<file path="src/rtl/alu_mdu_pkg.sv">
// Shared ALU op encoding and multiply/divide helpers for alu_mdu.
package alu_mdu_pkg;

   typedef enum logic [4:0] {
      ALU_NOP   = 5'd0,
      ALU_ADD   = 5'd1,
      ALU_SUB   = 5'd2,
      ALU_AND   = 5'd3,
      ALU_OR    = 5'd4,
      ALU_NOR   = 5'd5,
      ALU_SLT   = 5'd6,
      ALU_SLTU  = 5'd7,
      ALU_LUI   = 5'd8,
      ALU_SLL   = 5'd9,
      ALU_SRL   = 5'd10,
      ALU_XOR   = 5'd11,
      ALU_SRA   = 5'd12,
      ALU_MULT  = 5'd13,
      ALU_MULTU = 5'd14,
      ALU_DIV   = 5'd15,
      ALU_DIVU  = 5'd16,
      ALU_MFHI  = 5'd17,
      ALU_MFLO  = 5'd18,
      ALU_MTHI  = 5'd19,
      ALU_MTLO  = 5'd20
   } alu_op_e;

   localparam int unsigned CNT_RST = 0;

   function automatic logic is_md(alu_op_e op);
      return op inside {ALU_MULT, ALU_MULTU, ALU_DIV, ALU_DIVU};
   endfunction

endpackage

</file>
<file path="src/rtl/alu_mdu_md_iter.sv">
// Iterative multiply/divide: one shift-add or restore-subtract step per cycle
// on operand magnitudes, with sign fix-up applied to the final step's result.
module md_iter
   import alu_mdu_pkg::*;
#(
   parameter int WIDTH = 32
) (
   input  logic               clk,
   input  logic               rst,
   input  logic               go,
   input  alu_op_e            op,
   input  logic [WIDTH-1:0]   a,
   input  logic [WIDTH-1:0]   b,
   output logic               busy,
   output logic               done,
   output logic               fin,
   output logic [2*WIDTH-1:0] res
);
   localparam int CW = $clog2(WIDTH);

   logic [CW-1:0]      cnt;
   logic [WIDTH-1:0]   d;
   logic [2*WIDTH-1:0] acc, acc_n;
   logic               is_div, neg_q, neg_r;
   logic               sgn, sa, sb;
   logic [WIDTH-1:0]   ma, mb, rh, ql;
   logic [WIDTH:0]     sum, rsh, diff;

   assign sgn = (op == ALU_MULT) || (op == ALU_DIV);
   assign sa  = sgn & a[WIDTH-1];
   assign sb  = sgn & b[WIDTH-1];
   assign ma  = sa ? -a : a;
   assign mb  = sb ? -b : b;
   assign fin = busy && (cnt == CW'(WIDTH-1));

   // acc holds {partial product, multiplier} or {remainder, dividend/quotient}
   always_comb begin
      sum  = {1'b0, acc[2*WIDTH-1:WIDTH]} + (acc[0] ? {1'b0, d} : '0);
      rsh  = {acc[2*WIDTH-1:WIDTH], acc[WIDTH-1]};
      diff = rsh - {1'b0, d};
      if (!is_div)
         acc_n = {sum, acc[WIDTH-1:1]};
      else if (diff[WIDTH])
         acc_n = {rsh[WIDTH-1:0], acc[WIDTH-2:0], 1'b0};
      else
         acc_n = {diff[WIDTH-1:0], acc[WIDTH-2:0], 1'b1};
      rh = acc_n[2*WIDTH-1:WIDTH];
      ql = acc_n[WIDTH-1:0];
      if (!is_div)
         res = neg_q ? -acc_n : acc_n;
      else
         res = {neg_r ? -rh : rh, neg_q ? -ql : ql};
   end

   always_ff @(posedge clk) begin
      if (rst) begin
         busy <= 1'b0;
         done <= 1'b0;
         cnt  <= CW'(CNT_RST);
      end else begin
         done <= fin;
         if (go) begin
            busy <= 1'b1;
            cnt  <= CW'(CNT_RST);
         end else if (busy) begin
            busy <= !fin;
            cnt  <= fin ? CW'(CNT_RST) : cnt + CW'(1);
         end
      end
   end

   // Divide by zero leaves quotient all ones; the un-negated quotient and the
   // sign-restored remainder then reproduce {dividend, all ones} naturally.
   always_ff @(posedge clk) begin
      if (go) begin
         acc    <= {{WIDTH{1'b0}}, ma};
         d      <= mb;
         is_div <= (op == ALU_DIV) || (op == ALU_DIVU);
         neg_q  <= (sa ^ sb) & ~(((op == ALU_DIV) || (op == ALU_DIVU)) && (b == '0));
         neg_r  <= sa;
      end else if (busy) begin
         acc <= acc_n;
      end
   end

endmodule

</file>
<file path="src/rtl/alu_mdu.sv">
// Execute-stage ALU: combinational ops plus HI/LO registers fed by md_iter.
module alu_mdu
   import alu_mdu_pkg::*;
#(
   parameter int WIDTH = 32,
   localparam int SHW = $clog2(WIDTH)
) (
   input  logic             clk,
   input  logic             rst,
   input  logic [WIDTH-1:0] A,
   input  logic [WIDTH-1:0] B,
   input  logic [SHW-1:0]   Shamt,
   input  logic [4:0]       ALUOp,
   input  logic             start,
   output logic [WIDTH-1:0] C,
   output logic             Zero,
   output logic             busy,
   output logic             done,
   output logic [WIDTH-1:0] hi,
   output logic [WIDTH-1:0] lo
);
   alu_op_e            op;
   logic               md_go, fin;
   logic [2*WIDTH-1:0] res;

   assign op    = alu_op_e'(ALUOp);
   assign md_go = start & ~busy & is_md(op);

   md_iter #(.WIDTH(WIDTH)) u_md (
      .clk  (clk),
      .rst  (rst),
      .go   (md_go),
      .op   (op),
      .a    (A),
      .b    (B),
      .busy (busy),
      .done (done),
      .fin  (fin),
      .res  (res)
   );

   // fin implies busy, so MTHI/MTLO can never collide with a result write
   always_ff @(posedge clk) begin
      if (rst) begin
         hi <= '0;
         lo <= '0;
      end else if (fin) begin
         {hi, lo} <= res;
      end else if (start && !busy) begin
         if (op == ALU_MTHI) hi <= A;
         if (op == ALU_MTLO) lo <= A;
      end
   end

   always_comb begin
      C = A;
      case (op)
         ALU_ADD:  C = A + B;
         ALU_SUB:  C = A - B;
         ALU_AND:  C = A & B;
         ALU_OR:   C = A | B;
         ALU_XOR:  C = A ^ B;
         ALU_NOR:  C = ~(A | B);
         ALU_SLT:  C = {{(WIDTH-1){1'b0}}, $signed(A) < $signed(B)};
         ALU_SLTU: C = {{(WIDTH-1){1'b0}}, A < B};
         ALU_LUI:  C = B << (WIDTH/2);
         ALU_SLL:  C = A << Shamt;
         ALU_SRL:  C = A >> Shamt;
         ALU_SRA:  C = $signed(A) >>> Shamt;
         ALU_MFHI: C = hi;
         ALU_MFLO: C = lo;
         default:  C = A;
      endcase
   end

   assign Zero = (C == '0);

endmodule

</file>
<file path="config.mk">
export PLATFORM = sky130hd
export DESIGN_NAME = alu_mdu
export DESIGN_NICKNAME = d
export VERILOG_FILES = /design/src/rtl/alu_mdu_pkg.sv /design/src/rtl/alu_mdu_md_iter.sv /design/src/rtl/alu_mdu.sv
export SDC_FILE = /design/constraint.sdc
export NUM_CORES = 1
export LEC_CHECK = 0
export BUFFER_PORTS_ARGS = -buffer_cell sky130_fd_sc_hd__buf_2
export CORE_AREA = 2 2 214 300
export DETAILED_ROUTE_END_ITERATION = 16
export DIE_AREA = 0 0 216 302
export GPL_ROUTABILITY_DRIVEN = 1
export GPL_TIMING_DRIVEN = 0
export PLACE_DENSITY = 0.68
export SYNTH_ARGS = -nofsm -noshare
export SYNTH_HDL_FRONTEND = slang
export SYNTH_SLANG_ARGS = --single-unit
export TNS_END_PERCENT = 1
</file>
<file path="constraint.sdc">
create_clock -name clk -period 9.4 [get_ports clk]
set_clock_uncertainty 0.2 [all_clocks]
set_input_delay 2.35 -clock clk [delete_from_list [all_inputs] [get_ports clk]]
set_output_delay 2.35 -clock clk [all_outputs]
set_load 0.03 [all_outputs]
</file>
==> metrics.txt <==
Max stage delay on crit path between 800 and 900 ps; Sw Pwr about 2.0 mW; die extent in x 216 um; layout cells sized above 1 0.141; WL met3 around 16000 um; R2R setup slack 370 ps; Metal-1 WL between 50000 and 60000 um; Post-synth EDFFs 67; FF-to-FF End hi[24]; Cell Area, Synth around 25000 um2; CP Max Fanout 10; Total Die Area between 60000 and 70000 um2; total gr overflow 0; Syn. warnings 0; Period minus WS final 10160 ps; Layout Area Growth over Synthesis 12.4%; Initial Util 0.395; drt wl/cell 36.5 um; post-route ant nets 0; pin count of the biggest net entering global routing 45; Crit path buffers/inverters 4; Slowest cell on crit path a2111oi_4; max cap viols 1; R2R cell count 23; hold path cells 2; clock root cell clkbuf_16; worst path cell trace buf_2 > clkbuf_2 > inv_1 > ha_1 > nor3_2 > nand2_2 > a2111oi_4 > nor3_4 > o21ai_1 > and2_1 > o41ai_2 > o31a_1 > o2111ai_1 > a21oi_2 > nand4bb_2 > nor4_4 > buf_4; drt first pass iters 8; final hold viol count 0; Synth cell types between 100 and 150; hold path endpoint u_md.acc[34]; Total GRT Usage 0.476; WL final approximately 160000 um; row cnt ~110; Slew @ Worst Pin roughly 1700 ps; final setup margin -758 ps; first-pass GRT wire length 221000 um; worst min path class register to register; HP Start u_md.acc[34]; worst skew pair latency 480 ps; CP startpoint A[17]; CTS clk-pin slew, worst paths around 70 ps; static leakage approximately 11 nW; DIE HEIGHT between 300 and 400 um; Mapped Nets 3568; Sw Ratio 0.502; Total Neg Setup Slack -2220 ps; worst slack at placement -2290 ps; vias in the first global route about 30000; DRC viols 0; # port buffers ~170; Final Non-Filler Cells 4360; IO Count about 180; Vias/cell about 7; Cell Pwr Density between 100 and 150 nW/um2; final period utilization 1.08; result of the run finished, violations left; clk buf depth 2; Clk pwr share 0.190; unrepaired setup endpoints after global routing yes; Inst Count DP 4322; Core Box Area approximately 63000 um2; final slew viol count 3; Worst EP arrival between 7000 and 8000 ps; worst r2r src u_md.acc[31]; GP Congestion roughly 1.1; Layout Utilization 0.444; Peak VDD IR between 0.1 and 0.15 mV; Startpoint Class input port; met2 WL slightly above 70000 um; Yosys reg bits 170; P_int 1.96 mW; sequential element share of the synthesized area 0.164; Nets 3761; initial antenna violation count 5; max layer used met5; CP endpoint kind output pin; CTS sink cnt 170; Tot Pwr between 3 and 4 mW; Max Freq 98.4 MHz; H-tree Lvls 4; DP Wirelength ~130000 um; Setup CP Type input port to output pin; cts bufs inserted 17; Final setup viols 7; Worst Path Required ~7000 ps; Mean Syn Cell Area about 7.5 um2; worst relative slew slack -0.124; Most used DFF post-synth dfxtp_1; via count roughly 31000; ys async rst share 0; Top delay family on crit path compound AO/OA/AOI/OAI gates; failing checks capacitance limit, slew limit, setup timing; Synth Instances roughly 3300; Logic pwr share 0.579; CTS tree yes; Reg power frac 0.230; First DRT Iteration DRCs ~3800
layout by cell type (no fill, tap or decap), types with 30 or more instances in the layout:
cell,Yosys,routed
nand4_1,39,39
inv_1,163,162
a21oi_1,263,260
a21o_1,49,49
and3_1,30,30
o211ai_1,31,31
mux4_2,66,66
xor2_1,59,59
a311oi_1,46,46
or3_1,38,38
and2_1,53,52
buf_2,16,182
mux2i_1,74,72
nor3_1,89,85
nor2_1,335,333
a211oi_1,50,47
nor4_1,35,31
nand3_1,65,65
ha_1,167,164
dfxtp_1,103,103
o21ai_0,168,161
xnor2_1,123,123
edfxtp_1,67,67
clkbuf_1,207,153
a22o_1,34,34
clkbuf_2,0,35
nand2_1,345,342
a31oi_1,44,44
o31ai_1,33,31
state kept, by name, summed over array words and instances, names as in the netlist:
name,cells
lo,32
u_md.is_div,1
u_md.neg_r,1
u_md.neg_q,1
u_md.d,32
hi,32
u_md.cnt,5
u_md.done,1
u_md.acc,64
u_md.busy,1
power groups by stage:
stage	registers (mW)	clock network, mW	logic (mW)
after floorplan	0.892	0	1.43
after global placement	0.919	0	2.13
after detailed placement	0.919	0	2.13
after CTS	0.903	0.741	2.17
after global routing	0.911	0.771	2.38
final	0.906	0.748	2.28
how the worst max path moves through the flow:
stage | slack (ps) | depth (start not counted) | end
6_report | -760 | 17 | Zero
5_1_grt | -690 | 19 | Zero
4_1_cts | -460 | 16 | Zero
3_5_place_dp | -2290 | 19 | Zero
3_3_place_gp | -4820 | 18 | Zero
2_1_floorplan | 120 | 16 | Zero
routing by layer:
layer	up-vias	track usage
met2	2390	0.773
met4	2	0.523
met5	-	0.0109
met3	947	0.130
li1	12800	-
met1	14500	0.471
synth_stat cells, types with 18 or more instances:
| cell | number | area [um2] |
|---|---|---|
| a211oi_1 | 50 | 375 |
| a21o_1 | 49 | 368 |
| a21oi_1 | 263 | 1320 |
| a221oi_1 | 26 | 228 |
| a22o_1 | 34 | 298 |
| a22oi_1 | 27 | 203 |
| a311oi_1 | 46 | 403 |
| a31oi_1 | 44 | 275 |
| and2_1 | 53 | 332 |
| and3_1 | 30 | 188 |
| buf_1 | 34 | 128 |
| clkbuf_1 | 207 | 777 |
| dfxtp_1 | 103 | 2060 |
| edfxtp_1 | 67 | 2010 |
| ha_1 | 167 | 2090 |
| inv_1 | 163 | 612 |
| mux2_2 | 28 | 315 |
| mux2i_1 | 74 | 741 |
| mux4_2 | 66 | 1490 |
| nand2_1 | 345 | 1290 |
| nand2b_1 | 26 | 163 |
| nand3_1 | 65 | 325 |
| nand4_1 | 39 | 244 |
| nor2_1 | 335 | 1260 |
| nor2b_1 | 20 | 125 |
| nor3_1 | 89 | 445 |
| nor4_1 | 35 | 219 |
| o211ai_1 | 31 | 233 |
| o21a_1 | 22 | 165 |
| o21ai_0 | 168 | 841 |
| o21bai_1 | 20 | 150 |
| o22ai_1 | 18 | 113 |
| o31ai_1 | 33 | 248 |
| or2_2 | 19 | 119 |
| or3_1 | 38 | 238 |
| xnor2_1 | 123 | 1080 |
| xor2_1 | 59 | 517 |
stage by stage:
step           cell area (um2)  hold WS [ps]
3_3_place_gp             26700           305
5_1_grt                  27800           369
4_1_cts                  27700           321
2_1_floorplan            24800           272
3_5_place_dp             26700           310
6_report                 27800           323
worst min-delay path: stages (launching register included):
cell and delay, ps:
dfxtp_1 350, nand2_1 60, o21ai_0 70
area by class of cell:
type                    count  area (um2)
fillers                  6724       34900
flip-flops and latches    170        4070
multi-input cells        2721       19400
repair buffers            178         938
inverters                 168         633
clock buffers              18         439
plain buffers             257        1190
well taps                 832        1040
clock inverters            14         154
diodes                      2        5.00
timing repair:
action | CTS | global route
hold buffers | 0 | 0
endpoints found under the setup margin | 24 | 11
endpoints found under the hold margin | 0 | 0
cloned | 0 | 0
pin swaps | 11 | 3
gates resized for setup | 145 | 38
setup buffers | 6 | 0
cell families (layout without fill, tap and decap cells):
group | count (synthesis) | in the layout | share of synthesized area
and+or+nand+nor | 1156 | 1156 | 0.221
AOI/OAI and AO/OA | 1044 | 1044 | 0.293
adders and majority gates | 171 | 171 | 0.0876
muxes | 168 | 168 | 0.103
xor gates and xnor gates | 182 | 182 | 0.0643
buffers and inverters | 429 | 635 | 0.0666
DFF | 170 | 170 | 0.164
other | 0 | 2 | 0
No activity file was read; power rests on OpenSTA's default activity.
